$ cat config.mk
export PLATFORM = sky130hd
export DESIGN_NAME = core_load_sequencer_flat
export DESIGN_NICKNAME = d
export VERILOG_FILES = /design/src/rtl/snn_load_pkg.sv /design/src/rtl/core_load_sequencer_if.sv /design/src/rtl/load_timeout_cnt.sv /design/src/rtl/core_load_sequencer.sv /design/src/flat_wrapper.sv
export SDC_FILE = /design/constraint.sdc
export NUM_CORES = 1
export LEC_CHECK = 0
export ABC_AREA = 1
export BUFFER_PORTS_ARGS = -buffer_cell sky130_fd_sc_hd__buf_2
export CORE_AREA = 2 2 298 300
export CTS_CLUSTER_SIZE = 30
export DETAILED_ROUTE_END_ITERATION = 7
export DIE_AREA = 0 0 300 302
export GPL_TIMING_DRIVEN = 0
export HOLD_SLACK_MARGIN = 0.15
export MAX_ROUTING_LAYER = met4
export PLACE_DENSITY_LB_ADDON = 0.08
export SLEW_MARGIN = 5
export SYNTH_ARGS = -nofsm -noshare
export SYNTH_HDL_FRONTEND = slang
export SYNTH_HIERARCHICAL = 1
export SYNTH_SLANG_ARGS = --single-unit
$ cat constraint.sdc
create_clock -name clk -period 18.5 [get_ports clk]
set_clock_uncertainty 0.2 [all_clocks]
set_input_delay 2.775 -clock clk [delete_from_list [all_inputs] [get_ports clk]]
set_output_delay 2.775 -clock clk [all_outputs]
set_load 0.01 [all_outputs]
$ cat src/rtl/snn_load_pkg.sv
// Shared types and constants for the SNN core load path: sequencer state,
// grid write widths and the special next_core codes.
package snn_load_pkg;

  localparam int PARAM_W = 368;
  localparam int INST_W  = 2;

  localparam logic [2:0] CORE_IDLE     = 3'd7;
  localparam logic [2:0] CORE_ALL_DONE = 3'd6;

  typedef enum logic [2:0] {
    ST_IDLE       = 3'd0,
    ST_LOAD_PARAM = 3'd1,
    ST_LOAD_INST  = 3'd2,
    ST_WAIT_EN    = 3'd3,
    ST_DONE       = 3'd4,
    ST_ERROR      = 3'd5
  } load_state_t;

endpackage

$ cat src/rtl/core_load_sequencer_if.sv
// Control, upstream stream and grid write signals of the core load sequencer.
// slave = sequencer side, master = upstream/grid side.
interface core_load_sequencer_if;
  import snn_load_pkg::*;

  logic               start;
  logic               abort;
  logic               param_valid;
  logic [PARAM_W-1:0] param_data;
  logic               param_ready;
  logic               inst_valid;
  logic [INST_W-1:0]  inst_data;
  logic               inst_ready;
  logic               next_core_en;
  logic [2:0]         next_core;
  logic [PARAM_W-1:0] parameter_in;
  logic               param_winc;
  logic [INST_W-1:0]  neuron_inst_wdata;
  logic               neuron_inst_winc;
  logic               busy;
  logic               done;
  logic               error;

  modport slave (
    input  start, abort,
    input  param_valid, param_data,
    output param_ready,
    input  inst_valid, inst_data,
    output inst_ready,
    input  next_core_en,
    output next_core,
    output parameter_in, param_winc,
    output neuron_inst_wdata, neuron_inst_winc,
    output busy, done, error
  );

  modport master (
    output start, abort,
    output param_valid, param_data,
    input  param_ready,
    output inst_valid, inst_data,
    input  inst_ready,
    output next_core_en,
    input  next_core,
    input  parameter_in, param_winc,
    input  neuron_inst_wdata, neuron_inst_winc,
    input  busy, done, error
  );

endinterface

$ cat src/rtl/load_timeout_cnt.sv
// Saturating wait counter: cleared while clear is high, counts while enable is
// high, and flags expired once it has counted TIMEOUT cycles.
module load_timeout_cnt #(
  parameter int TIMEOUT = 1023
) (
  input  logic clk,
  input  logic reset,
  input  logic clear,
  input  logic enable,
  output logic expired
);

  localparam int CW = (TIMEOUT > 0) ? $clog2(TIMEOUT + 1) : 1;

  logic [CW-1:0] count_reg;

  always_ff @(posedge clk or posedge reset) begin
    if (reset) begin
      count_reg <= '0;
    end else if (clear) begin
      count_reg <= '0;
    end else if (enable && !expired) begin
      count_reg <= count_reg + CW'(1);
    end
  end

  assign expired = (count_reg == CW'(TIMEOUT));

endmodule

$ cat src/rtl/core_load_sequencer.sv
// Streams NUM_NEURONS parameter words then NUM_NEURONS instructions into each
// grid core in turn, waiting for the grid acknowledge between cores.
module core_load_sequencer
  import snn_load_pkg::*;
#(
  parameter int NUM_CORES   = 6,
  parameter int NUM_NEURONS = 256,
  parameter int TIMEOUT     = 1023
) (
  input logic                  clk,
  input logic                  reset,
  core_load_sequencer_if.slave bus
);

  localparam int WCW = (NUM_NEURONS > 1) ? $clog2(NUM_NEURONS) : 1;

  load_state_t        state_reg, state_next;
  logic [WCW-1:0]     word_cnt_reg, word_cnt_next;
  logic [2:0]         core_cnt_reg, core_cnt_next;

  logic               param_ready_c;
  logic               inst_ready_c;
  logic               param_xfer;
  logic               inst_xfer;
  logic               last_word;
  logic               last_core;
  logic               wait_expired;

  logic [PARAM_W-1:0] parameter_in_reg;
  logic               param_winc_reg;
  logic [INST_W-1:0]  inst_wdata_reg;
  logic               inst_winc_reg;

  logic [2:0]         next_core_c;
  logic               busy_c;
  logic               done_c;
  logic               error_c;

  assign last_word  = (word_cnt_reg == WCW'(NUM_NEURONS - 1));
  assign last_core  = (core_cnt_reg == 3'(NUM_CORES - 1));
  assign param_xfer = bus.param_valid & param_ready_c;
  assign inst_xfer  = bus.inst_valid & inst_ready_c;

  // Counter runs only inside WAIT_EN, so it is already zero on every entry.
  load_timeout_cnt #(
    .TIMEOUT (TIMEOUT)
  ) u_timeout (
    .clk     (clk),
    .reset   (reset),
    .clear   (state_reg != ST_WAIT_EN),
    .enable  (state_reg == ST_WAIT_EN),
    .expired (wait_expired)
  );

  always_ff @(posedge clk or posedge reset) begin
    if (reset) begin
      state_reg    <= ST_IDLE;
      word_cnt_reg <= '0;
      core_cnt_reg <= '0;
    end else begin
      state_reg    <= state_next;
      word_cnt_reg <= word_cnt_next;
      core_cnt_reg <= core_cnt_next;
    end
  end

  always_comb begin
    state_next    = state_reg;
    word_cnt_next = word_cnt_reg;
    core_cnt_next = core_cnt_reg;
    param_ready_c = 1'b0;
    inst_ready_c  = 1'b0;

    case (state_reg)
      ST_IDLE: begin
        if (bus.start) begin
          state_next    = ST_LOAD_PARAM;
          word_cnt_next = '0;
          core_cnt_next = '0;
        end
      end
      ST_LOAD_PARAM: begin
        param_ready_c = 1'b1;
        if (bus.param_valid) begin
          if (last_word) begin
            word_cnt_next = '0;
            state_next    = ST_LOAD_INST;
          end else begin
            word_cnt_next = word_cnt_reg + WCW'(1);
          end
        end
      end
      ST_LOAD_INST: begin
        inst_ready_c = 1'b1;
        if (bus.inst_valid) begin
          if (last_word) begin
            word_cnt_next = '0;
            state_next    = last_core ? ST_DONE : ST_WAIT_EN;
          end else begin
            word_cnt_next = word_cnt_reg + WCW'(1);
          end
        end
      end
      ST_WAIT_EN: begin
        // An acknowledge arriving in the expiry cycle still wins.
        if (bus.next_core_en) begin
          core_cnt_next = core_cnt_reg + 3'd1;
          word_cnt_next = '0;
          state_next    = ST_LOAD_PARAM;
        end else if (wait_expired) begin
          state_next = ST_ERROR;
        end
      end
      ST_DONE: begin
        if (bus.start) begin
          state_next    = ST_LOAD_PARAM;
          word_cnt_next = '0;
          core_cnt_next = '0;
        end
      end
      ST_ERROR: begin
        state_next = ST_ERROR;
      end
      default: begin
        state_next = ST_IDLE;
      end
    endcase

    // Abort overrides everything; ready is withdrawn so nothing is consumed.
    if (bus.abort) begin
      state_next    = ST_IDLE;
      word_cnt_next = '0;
      core_cnt_next = '0;
      param_ready_c = 1'b0;
      inst_ready_c  = 1'b0;
    end
  end

  always_ff @(posedge clk or posedge reset) begin
    if (reset) begin
      parameter_in_reg <= '0;
      param_winc_reg   <= 1'b0;
      inst_wdata_reg   <= '0;
      inst_winc_reg    <= 1'b0;
    end else begin
      param_winc_reg <= param_xfer;
      inst_winc_reg  <= inst_xfer;
      if (param_xfer) begin
        parameter_in_reg <= bus.param_data;
      end
      if (inst_xfer) begin
        inst_wdata_reg <= bus.inst_data;
      end
    end
  end

  always_comb begin
    next_core_c = CORE_IDLE;
    busy_c      = 1'b0;
    done_c      = 1'b0;
    error_c     = 1'b0;
    case (state_reg)
      ST_LOAD_PARAM,
      ST_LOAD_INST,
      ST_WAIT_EN: begin
        next_core_c = core_cnt_reg;
        busy_c      = 1'b1;
      end
      ST_DONE: begin
        next_core_c = CORE_ALL_DONE;
        done_c      = 1'b1;
      end
      ST_ERROR: begin
        error_c = 1'b1;
      end
      default: begin
        next_core_c = CORE_IDLE;
      end
    endcase
  end

  assign bus.param_ready       = param_ready_c;
  assign bus.inst_ready        = inst_ready_c;
  assign bus.next_core         = next_core_c;
  assign bus.parameter_in      = parameter_in_reg;
  assign bus.param_winc        = param_winc_reg;
  assign bus.neuron_inst_wdata = inst_wdata_reg;
  assign bus.neuron_inst_winc  = inst_winc_reg;
  assign bus.busy              = busy_c;
  assign bus.done              = done_c;
  assign bus.error             = error_c;

endmodule

$ cat src/flat_wrapper.sv
// flat-port wrapper written by rule: the top's interface ports become plain ports
module core_load_sequencer_flat import snn_load_pkg::*;
#(
  parameter int NUM_CORES   = 6,
  parameter int NUM_NEURONS = 256,
  parameter int TIMEOUT     = 1023
)
  (clk, reset, bus_start, bus_abort, bus_param_valid, bus_param_data, bus_param_ready, bus_inst_valid, bus_inst_data, bus_inst_ready, bus_next_core_en, bus_next_core, bus_parameter_in, bus_param_winc, bus_neuron_inst_wdata, bus_neuron_inst_winc, bus_busy, bus_done, bus_error);
  core_load_sequencer_if bus_i ();
  input logic clk;
  input logic reset;
  input wire logic [$bits(bus_i.start)-1:0] bus_start;
  input wire logic [$bits(bus_i.abort)-1:0] bus_abort;
  input wire logic [$bits(bus_i.param_valid)-1:0] bus_param_valid;
  input wire logic [$bits(bus_i.param_data)-1:0] bus_param_data;
  output wire logic [$bits(bus_i.param_ready)-1:0] bus_param_ready;
  input wire logic [$bits(bus_i.inst_valid)-1:0] bus_inst_valid;
  input wire logic [$bits(bus_i.inst_data)-1:0] bus_inst_data;
  output wire logic [$bits(bus_i.inst_ready)-1:0] bus_inst_ready;
  input wire logic [$bits(bus_i.next_core_en)-1:0] bus_next_core_en;
  output wire logic [$bits(bus_i.next_core)-1:0] bus_next_core;
  output wire logic [$bits(bus_i.parameter_in)-1:0] bus_parameter_in;
  output wire logic [$bits(bus_i.param_winc)-1:0] bus_param_winc;
  output wire logic [$bits(bus_i.neuron_inst_wdata)-1:0] bus_neuron_inst_wdata;
  output wire logic [$bits(bus_i.neuron_inst_winc)-1:0] bus_neuron_inst_winc;
  output wire logic [$bits(bus_i.busy)-1:0] bus_busy;
  output wire logic [$bits(bus_i.done)-1:0] bus_done;
  output wire logic [$bits(bus_i.error)-1:0] bus_error;
  assign bus_i.start = bus_start;
  assign bus_i.abort = bus_abort;
  assign bus_i.param_valid = bus_param_valid;
  assign bus_i.param_data = bus_param_data;
  assign bus_param_ready = bus_i.param_ready;
  assign bus_i.inst_valid = bus_inst_valid;
  assign bus_i.inst_data = bus_inst_data;
  assign bus_inst_ready = bus_i.inst_ready;
  assign bus_i.next_core_en = bus_next_core_en;
  assign bus_next_core = bus_i.next_core;
  assign bus_parameter_in = bus_i.parameter_in;
  assign bus_param_winc = bus_i.param_winc;
  assign bus_neuron_inst_wdata = bus_i.neuron_inst_wdata;
  assign bus_neuron_inst_winc = bus_i.neuron_inst_winc;
  assign bus_busy = bus_i.busy;
  assign bus_done = bus_i.done;
  assign bus_error = bus_i.error;
  core_load_sequencer #(.NUM_CORES(NUM_CORES), .NUM_NEURONS(NUM_NEURONS), .TIMEOUT(TIMEOUT)) u_core (.clk(clk), .reset(reset), .bus(bus_i));
endmodule
# == Yosys cells after proc, flatten, opt, wreduce, memory -nomap -nowiden ==
# Cells that the tools add are included.
# word_totals
reg_bits,396
latchBits,0
mem_bits_rw,0
mem_bits_ro,0
in_bits,377
out_inout_bits,380
mem_count,0
# classes
addsub,3
mul,0
n_div,0
magnitude_cmp,0
n_eq_ne,16
shift,0
muxes,31
bitwise_logic,2
n_reduce_logical,11
# ops
operator,n
$mux W8,6
$mux W3,12
$pmux W8 S4,1
$mux W10,2
$pmux W3 S5,1
$pmux W3 S2,2
$add A10 B1 Y10 const B,1
$eq A10 B10 Y1 const B,1
$eq A3 B3 Y1 const B,3
$ne A3 B2 Y1 const B,3
$ne A3 B3 Y1 const B,3
$add A8 B1 Y8 const B,1
$eq A8 B8 Y1 const B,1
$mux W1,7
$eq A3 B2 Y1 const B,2
$reduce_and A6 Y1,1
$reduce_and A5 Y1,1
$reduce_bool A5 Y1,1
$ne A4 B3 Y1 const B,1
$add A3 B1 Y3 const B,1
$eq A3 B1 Y1 const B,1
$logic_not A3 Y1,1
$ne A3 B1 Y1 const B,1
$reduce_and A3 Y1,1
7 further kinds,8

# == Longest topological paths before layout ==
# Gate-level depths: netlist of run 1.
# depth
depth_word,6
mapped_depth,11
depth_no_buf,11

# == Cells and area by module ==
# The synthesis of run 1 kept the hierarchy.
# modules_own_cells
module,n_inst,cells_per_inst,area_each_um2,seq_area_each_um2
core_load_sequencer,1,1730,15143.3,9659.3
load_timeout_cnt,1,92,659.4,250.2

# == Least setup slack after synthesis of run 1 ==
# No wires, ideal clock.
# synth_timing
kind,input to output
from,in bus_abort
to,out bus_inst_ready
t_arrival_ns,3.173
slack_ns,12.352
stages,2
path_buffers,1
path_cell_list,buf_2 -> nor2_1
# synth_between
elab_chain_len,1
# synth_lines
element,line,source
start: declaration,flat_wrapper.sv:13,input wire logic [$bits(bus_i.abort)-1:0] bus_abort;
$mux W1,core_load_sequencer.sv:130,if (bus.abort) begin
end: declaration,flat_wrapper.sv:19,output wire logic [$bits(bus_i.inst_ready)-1:0] bus_inst_ready;
# No other way between the ends.

# == Final worst setup path of run 1 ==
# Ends and elaborated chain as after synthesis.

==> results.cfg, run 1 <==
[status]
status = complete, no violations

[clock_tree]
cts_resized = 0
path_clk_slew_ps = 60
clock-root-buffer = clkbuf_16
h-tree-depth = 2
cts.sinks = 396
cts_max_path_buffers = 3
clock_latency_ps = 590
cts_made_buffers = 52
post-cts-setup-buffers = 0
cts_hold_buf = 0
tritoncts = built

[floorplan]
chipHeight_um = 302
dieArea_um2 = 90600
ios = 757
core_area_um2 = 87600
start_util_pct = 18.0
num_rows = 109
die_w_um = 300

[worst_hold_path]
whs_endpoint = u_core/bus.parameter_in[62]
hold_path.startpoint = u_core/bus.parameter_in[62]
holdPathStages = 2
min_path_type = reg -> reg

[critical_path]
critical_path_class = in -> out
endpoint_kind = output pin
reg2reg_depth = 10
reg2reg_slack_ps = 16120
crit_fanout = 10
r2r_start = u_core/state_reg[2]
arrival_ps = 3380
critPathRequiredTime_ps = 15530
rr_endpoint = u_core/bus.parameter_in[151]
start_kind = input pin

[route]
drc_errors = 0
vias = 14700
drt_iter0_markers = 711
drt-total-wl_um = 69300
first_pass_iters = 5
routedWlPerCell_um = 18.0
ant_nets = 0
vias_per_cell = 3.81

[cells_and_area]
fillerInstances = 9807
drive_gt1_share_pct = 34.9
largest_reg_flops = 368
syn2layout_area_growth_pct = 44.8
multiInputGateArea_um2 = 5130
nets = 3016
seqCellArea_um2 = 9910
post-route-util_pct = 26.1

[logic_synthesis]
synth_fp_nets = 2203
synth.avg_cell_area_um2 = 8.67
synth_warnings = 6
yosysSeqAreaShare_pct = 62.7
synthCells = 1822
syn_area_um2 = 15800
synth_cell_type_count = 29
yosys_register_bits = 396

[global_routing]
grt_usage_pct = 15.4
grt_antenna_before_repair = 25
grt_max_degree = 112
first_global_vias = 15500
gr-total-overflow = 0
grt_pass1_wl_um = 101000

[sta]
setup_violations = 0
layout_min_cycle_time_ps = 6350
finalMaxSlewViolations = 0
finalCritPeriodShare_pct = 34.3
relSlewSlack_pct = 53.0
finalHoldViolations = 0
worst_pin_slew_ps = 705
whs_ps = 270
final.setup.tns_ps = 0
setup_ws_ps = 12150
fmax_ghz = 0.157
rsz0062_at_grt = false

[power_and_ir_drop]
p_leak_nw = 13.1
ir_drop_uv = 60.2
total_power_mw = 3.76
p_per_area_nw_per_um2 = 164

[placement]
pre_cts_ws_ps = 12140
post-dp-hpwl_um = 53900
io_buffers = 755
gp_congestion = 0.829

[run]
cap_violations = 0
[per-stage QoR]
stage | std cells | instance area [um2]
finish | 3859 | 22900
global route | 3857 | 22900
CTS | 3836 | 22800
detailed placement | 3746 | 21200
global placement | 3742 | 21000
floorplan | 1822 | 15800
[power by group]
part | leakage (nW) | internal (mW) | switching [mW]
sequential | 4.98 | 1.25 | 0.201
clock | 0.817 | 0.604 | 0.406
combinational | 7.29 | 0.499 | 0.804
total | 13.1 | 2.35 | 1.41
[worst max-delay path by stage]
stage	startpoint	end	slack, ps	cells after the start
finish	bus_abort	bus_inst_ready	12150	3
global route	bus_abort	bus_inst_ready	12080	3
CTS	bus_abort	bus_inst_ready	12130	3
detailed placement	bus_abort	bus_inst_ready	12140	3
global placement	reset	u_core/bus.parameter_in[83]	-1440	2
floorplan	reset	u_core/bus.neuron_inst_wdata[0]	4800	1
[routing by layer]
layer	track usage [%]	vias to the layer above	wire length [um]
li1	-	7166	-
met1	16.4	6941	25800
met2	26.0	501	34800
met3	5.85	114	6310
met4	5.48	0	2360
met5	-	-	0
[area by class of cell]
type	instances	area share [%]
diodes	23	0.252
repair buffers	759	17.0
clock buffers	77	6.63
flip-flops and latches	396	43.3
plain buffers	84	2.75
clock inverters	13	0.667
multi-input cells	1306	22.4
inverters	36	0.634
well taps	1165	6.37
[kinds of logic (layout without fill, tap and decap cells)]
family,count (synthesis),count (layout),share of synthesized area [%]
adder cells (fa/ha/maj),4,4,0.317
flip-flops,396,396,62.7
AND/OR/NAND/NOR,1279,1279,31.3
other,0,23,0
AO/OA/AOI/OAI,20,20,0.665
buffers and inverters,120,969,4.85
XOR/XNOR,3,3,0.166
[cells in the mapped netlist, drive strengths merged]
master  number  area share, %
a21oi        6           0.19
buf         80            3.9
clkbuf       4          0.095
clkinv       1          0.024
dfrtp      396             63
ha           4           0.32
inv         35           0.85
nand2     1195             29
nand3       34            1.1
nand3b       1          0.048
nand4        7           0.37
nor2        38            1.0
nor3b        2          0.095
o21ai       12           0.38
o21bai       2          0.095
or2          2          0.079
xor2         3           0.17
[worst max-delay path, stage by stage]
cell    delay (ps)
buf_2          170
nor2_1         250
buf_2          190
[cell usage in the layout (no fill, tap or decap), drive strengths merged]
cell         n
a21oi        6
buf        839
bufinv       3
clkbuf      81
clkinv       7
clkinvlp     2
dfrtp      396
diode       23
ha           4
inv         37
nand2     1195
nand3       34
nand3b       1
nand4        7
nor2        38
nor3b        2
o21ai       12
o21bai       2
or2          2
xor2         3
(Power assumes the default switching activity.)
==> run 2: changes to the inputs <==
--- a/config.mk
+++ b/config.mk
@@ -5,12 +5,12 @@
 export SDC_FILE = /design/constraint.sdc
 export NUM_CORES = 1
 export LEC_CHECK = 0
-export ABC_AREA = 1
+export ABC_AREA = 0
 export BUFFER_PORTS_ARGS = -buffer_cell sky130_fd_sc_hd__buf_2
-export CORE_AREA = 2 2 298 300
+export CORE_AREA = 2 2 294 296
 export CTS_CLUSTER_SIZE = 30
 export DETAILED_ROUTE_END_ITERATION = 7
-export DIE_AREA = 0 0 300 302
+export DIE_AREA = 0 0 296 298
 export GPL_TIMING_DRIVEN = 0
 export HOLD_SLACK_MARGIN = 0.15
 export MAX_ROUTING_LAYER = met4
==> constraint.sdc (replaced) <==
create_clock -name clk -period 5.3 [get_ports clk]
set_clock_uncertainty 0.2 [all_clocks]
set_input_delay 0.795 -clock clk [delete_from_list [all_inputs] [get_ports clk]]
set_output_delay 0.795 -clock clk [all_outputs]
set_load 0.01 [all_outputs]
==> results.cfg, run 2 <==
[status]
status = complete, no violations

[global_routing]
grt_util_met2_pct = 25.5
grt_usage_pct = 13.8
grt_antenna_before_repair = 27
first_global_vias = 11900
met3_usage_pct = 4.26
grt_pass1_wl_um = 85900
grt_util_met1_pct = 13.7
gr-total-overflow = 0
grt_max_degree = 38
grt_busiest_layer = met2

[logic_synthesis]
yosys_register_bits = 396
synth.avg_cell_area_um2 = 15.8
synth_warnings = 6
synth_cell_type_count = 53
synth_fp_nets = 1358
synthCells = 977
synth_edf_count = 0
synth_most_common_cell = dfrtp_1
syn_area_um2 = 15500
synth_top_area_cell = dfrtp_1
yosysSeqAreaShare_pct = 64.0
synth_top_area_share_pct = 64.0
ys.flop_type = dfrtp_1
synthTopCellsByCount = 396 x dfrtp_1, 369 x mux2_1, 37 x buf_4
yosys-top-cells-area = dfrtp_1 64%, mux2_1 27%, buf_4 1.8%
ys_async_sr_fraction_pct = 100

[critical_path]
critPathRequiredTime_ps = 4300
endpoint_kind = output pin
start_kind = flip-flop
critical_path_class = reg -> out
crit_fanout = 10
arrival_ps = 1920
reg2reg_slack_ps = 2610

[clock_tree]
tritoncts = built
clock_latency_ps = 580
path_clk_slew_ps = 60
h-tree-depth = 2
clock-root-buffer = clkbuf_16
cts_made_buffers = 52
cts_max_path_buffers = 3
cts.sinks = 396

[power_and_ir_drop]
swShare_pct = 34.7
p_per_area_nw_per_um2 = 578
power.switching_mw = 4.55
p_int_mw = 8.56
pwr-share-seq_pct = 38.7
ir_drop_uv = 228
power.share.clock_pct = 26.4
p_comb_share_pct = 34.9
p_leak_nw = 10.8

[route]
ant_nets = 0
vias = 11300
vias_per_cell = 3.75
drc_errors = 0
drt_iter0_markers = 275
drt-total-wl_um = 61600
routedWlPerCell_um = 20.5
first_pass_iters = 4

[run]
cap_violations = 0

[cells_and_area]
syn2layout_area_growth_pct = 46.4
final_cell_mix = 764 x buf_2, 396 x dfrtp_1, 369 x mux2_1, 52 x clkbuf_16, 37 x buf_4
nets = 2181
drive_gt1_share_pct = 49.6
largest_reg_flops = 368
mostFrequentLayoutCell = buf_2
design_area_um2 = 22700

[placement]
io_buffers = 756
post-dp-hpwl_um = 49800
gp_congestion = 0.787
placed_area_um2 = 20900
pre_cts_ws_ps = 2170

[floorplan]
chipHeight_um = 298
start_util_pct = 18.2
ios = 757
core_area_um2 = 84900
num_rows = 107
dieArea_um2 = 88200
die_w_um = 296

[sta]
fmax_ghz = 0.343
relSlewSlack_pct = 49.9
layout_min_cycle_time_ps = 2910
setup_ws_ps = 2390
finalHoldViolations = 0
rsz0062_at_grt = false
setup_violations = 0
finalMaxSlewViolations = 0
worst_pin_slew_ps = 745
finalCritPeriodShare_pct = 55.0

[worst_hold_path]
min_path_type = in -> reg
run 2: power by group through the flow:
stage	Clock (mW)	Sequential (mW)	Combinational, mW
5_1_grt	3.76	5.27	4.93
6_report	3.46	5.07	4.58
2_1_floorplan	0	5.85	1.41
3_5_place_dp	0	5.13	4.73
4_1_cts	3.63	5.08	4.74
3_3_place_gp	0	5.12	4.71
run 2: cells by family after synthesis:
kind of cell / count (synthesis) / synth area share [%]
simple gates: 90 / 3.42
xor+xnor: 1 / 0.0566
mux: 371 / 27.0
compound gates: 53 / 2.55
flops: 396 / 64.0
fa+ha+maj: 4 / 0.323
buf+inv: 62 / 2.66
run 2: critical path, stage by stage, from the launching register on:
cell and delay, ps:
dfrtp_1 370, buf_6 130, buf_4 170, nor2_2 270, and2_1 190, nor2_1 50
buf_2 140
run 2: through the flow:
step / hold WS (ps) / std cells / utilization (%) / TNS (ps) / total power [mW]
final: 211 / 3004 / 26.7 / 0 / 13.1
after floorplan: 261 / 977 / - / -341590 / 7.26
after global placement: 262 / 2877 / 24.4 / -1574180 / 9.83
after global routing: 170 / 3004 / 26.7 / 0 / 14.0
after CTS: 154 / 2984 / 26.7 / 0 / 13.4
after detailed placement: 269 / 2889 / 24.7 / 0 / 9.86
run 2: final timing paths:
check / depth (start not counted) / start / endpoint
max in group asynchronous: 7 / reset / u_core/bus.parameter_in[211]
worst max-delay path: 6 / u_core/state_reg[0] / bus_next_core[0]
min in group asynchronous: 3 / reset / u_core/bus.parameter_in[315]
worst max register to register: 7 / u_core/state_reg[1] / u_core/bus.parameter_in[303]
worst min-delay path: 2 / bus_param_data[347] / u_core/bus.parameter_in[347]
worst min register to register: 1 / u_core/bus.parameter_in[269] / u_core/bus.parameter_in[269]
run 2: area by class of cell:
cell class              instances  area, um2
clock buffers                  82       1520
inverters                       9       37.5
flip-flops and latches        396       9910
well taps                    1144       1430
plain buffers                  53        378
multi-input cells             519       5160
diodes                         20       50.0
repair buffers                769       4030
clock inverters                12        146
fillers                      9097      62200
run 2: what timing repair did:
item                                   in CTS  in global routing
endpoints found under the hold margin      19                  0
hold buffers                                1                  0
setup buffers                               0                  0
gates resized for setup                     0                  0
run 2: routing by layer:
metal	wire, um	vias up
met3	4640	94
met2	33600	391
met4	1590	0
met1	21800	5623
met5	0	-
li1	-	5170
==> run 3: changes to the inputs <==
--- a/config.mk
+++ b/config.mk
@@ -7,10 +7,10 @@
 export LEC_CHECK = 0
 export ABC_AREA = 0
 export BUFFER_PORTS_ARGS = -buffer_cell sky130_fd_sc_hd__buf_2
-export CORE_AREA = 2 2 294 296
+export CORE_AREA = 2 2 298 300
 export CTS_CLUSTER_SIZE = 30
 export DETAILED_ROUTE_END_ITERATION = 7
-export DIE_AREA = 0 0 296 298
+export DIE_AREA = 0 0 300 302
 export GPL_TIMING_DRIVEN = 0
 export HOLD_SLACK_MARGIN = 0.15
 export MAX_ROUTING_LAYER = met4
==> constraint.sdc (replaced) <==
create_clock -name clk -period 2.9 [get_ports clk]
set_clock_uncertainty 0.2 [all_clocks]
set_input_delay 0.435 -clock clk [delete_from_list [all_inputs] [get_ports clk]]
set_output_delay 0.435 -clock clk [all_outputs]
set_load 0.01 [all_outputs]
==> results.cfg, run 3 (synthesized netlist as in run 2, its figures left out) <==
[floorplan]
chipHeight_um = 302
dieArea_um2 = 90600
die_w_um = 300
start_util_pct = 17.7
core_area_um2 = 87600
num_rows = 109
ios = 757

[sta]
final.setup.tns_ps = 0
finalMaxSlewViolations = 0
setup_ws_ps = 260
rsz0062_at_grt = false
fmax_ghz = 0.379
whs_ps = 227
setup_violations = 0
worst_pin_slew_ps = 823
finalCritPeriodShare_pct = 91.0
finalHoldViolations = 0
relSlewSlack_pct = 44.7
layout_min_cycle_time_ps = 2640

[critical_path]
endpoint_kind = flip-flop
arrival_ps = 2890
crit_fanout = 10
critPathRequiredTime_ps = 3150
reg2reg_depth = 7
startpoint = u_core/state_reg[1]
critical_path_class = reg -> reg
r2r_start = u_core/state_reg[1]
start_kind = flip-flop

[cells_and_area]
design_area_um2 = 26300
drive_gt1_share_pct = 41.0
nets = 2556
final_cell_count_no_fill = 3382
syn2layout_area_growth_pct = 69.9
seqCellArea_um2 = 9910
fillerInstances = 9153
largest_reg_flops = 368
mostFrequentLayoutCell = buf_2
multiInputGateArea_um2 = 5160
post-route-util_pct = 30.0
final_cell_mix = 763 x buf_2, 396 x dfrtp_1, 377 x dlygate4sd3_1, 369 x mux2_1, 52 x clkbuf_16

[route]
ant_nets = 0
vias_per_cell = 3.76
first_pass_iters = 4
drc_errors = 0
vias = 12700
routedWlPerCell_um = 18.0
drt_iter0_markers = 311
drt-total-wl_um = 60700

[status]
status = complete, no violations

[clock_tree]
cts.sinks = 396
post-cts-setup-buffers = 0
cts_made_buffers = 52
clock_latency_ps = 570
h-tree-depth = 2
path_clk_slew_ps = 50
cts_max_path_buffers = 3
clock-root-buffer = clkbuf_16
tritoncts = built

[placement]
placed_area_um2 = 20900
gp_congestion = 0.765
numPlacedInstances = 2909
io_buffers = 756
post-dp-hpwl_um = 47900
pre_cts_ws_ps = 49.0

[power_and_ir_drop]
p_leak_nw = 12.3
ir_drop_uv = 439
total_power_mw = 24.0
p_per_area_nw_per_um2 = 913

[run]
cap_violations = 0

[worst_hold_path]
hold_path.startpoint = bus_next_core_en
min_path_type = in -> reg
holdPathStages = 5

[global_routing]
first_global_vias = 14000
grt_pass1_wl_um = 89300
grt_usage_pct = 13.5
grt_max_degree = 38
grt_antenna_before_repair = 7
gr-total-overflow = 0
[run 3: layer usage]
metal | up-vias | share of wire, % | GRT usage [%] | wire length (um)
met5 | - | 0 | - | 0
met4 | 0 | 3.5 | 4.83 | 2110
met3 | 99 | 7.7 | 3.99 | 4670
met2 | 475 | 52 | 24.2 | 31800
met1 | 6245 | 37 | 13.9 | 22200
li1 | 5899 | - | - | -
[run 3: cell type report]
type,count,share of cell area (%)
repair buffers,1144,29.6
clock buffers,81,5.70
inverters,9,0.143
multi-input cells,519,19.6
clock inverters,10,0.257
flip-flops and latches,396,37.7
well taps,1165,5.54
plain buffers,53,1.45
diodes,5,0.0476
[run 3: worst max-delay path, cell delays in order, from the launching register on]
cell and delay, ps:
dfrtp_1 440, buf_4 210, nor3_2 290, and2_1 170
clkbuf_4 290, buf_4 290, buf_4 270, mux2_1 340
[run 3: path summary, 6_finish.rpt]
check / slack (ps) / to
min in group asynchronous: 240 / u_core/u_timeout/count_reg[7]
max: 260 / u_core/bus.parameter_in[13]
max in group asynchronous: 690 / u_core/bus.parameter_in[312]
min reg2reg: 280 / u_core/bus.parameter_in[62]
min: 230 / u_core/state_reg[2]
max reg2reg: 260 / u_core/bus.parameter_in[13]
[run 3: report_power, final]
group	switching (mW)	total (mW)	leakage (nW)	internal (mW)
registers	1.17	9.33	4.75	8.16
logic	4.61	8.65	6.83	4.04
clock network	2.51	6.03	0.768	3.52
[run 3: timing repair]
item | 4_1_cts | 5_1_grt
gates resized for setup | 0 | 1
hold buffers | 377 | 0
endpoints found under the hold margin | 413 | 0
setup endpoints to repair | 0 | 32
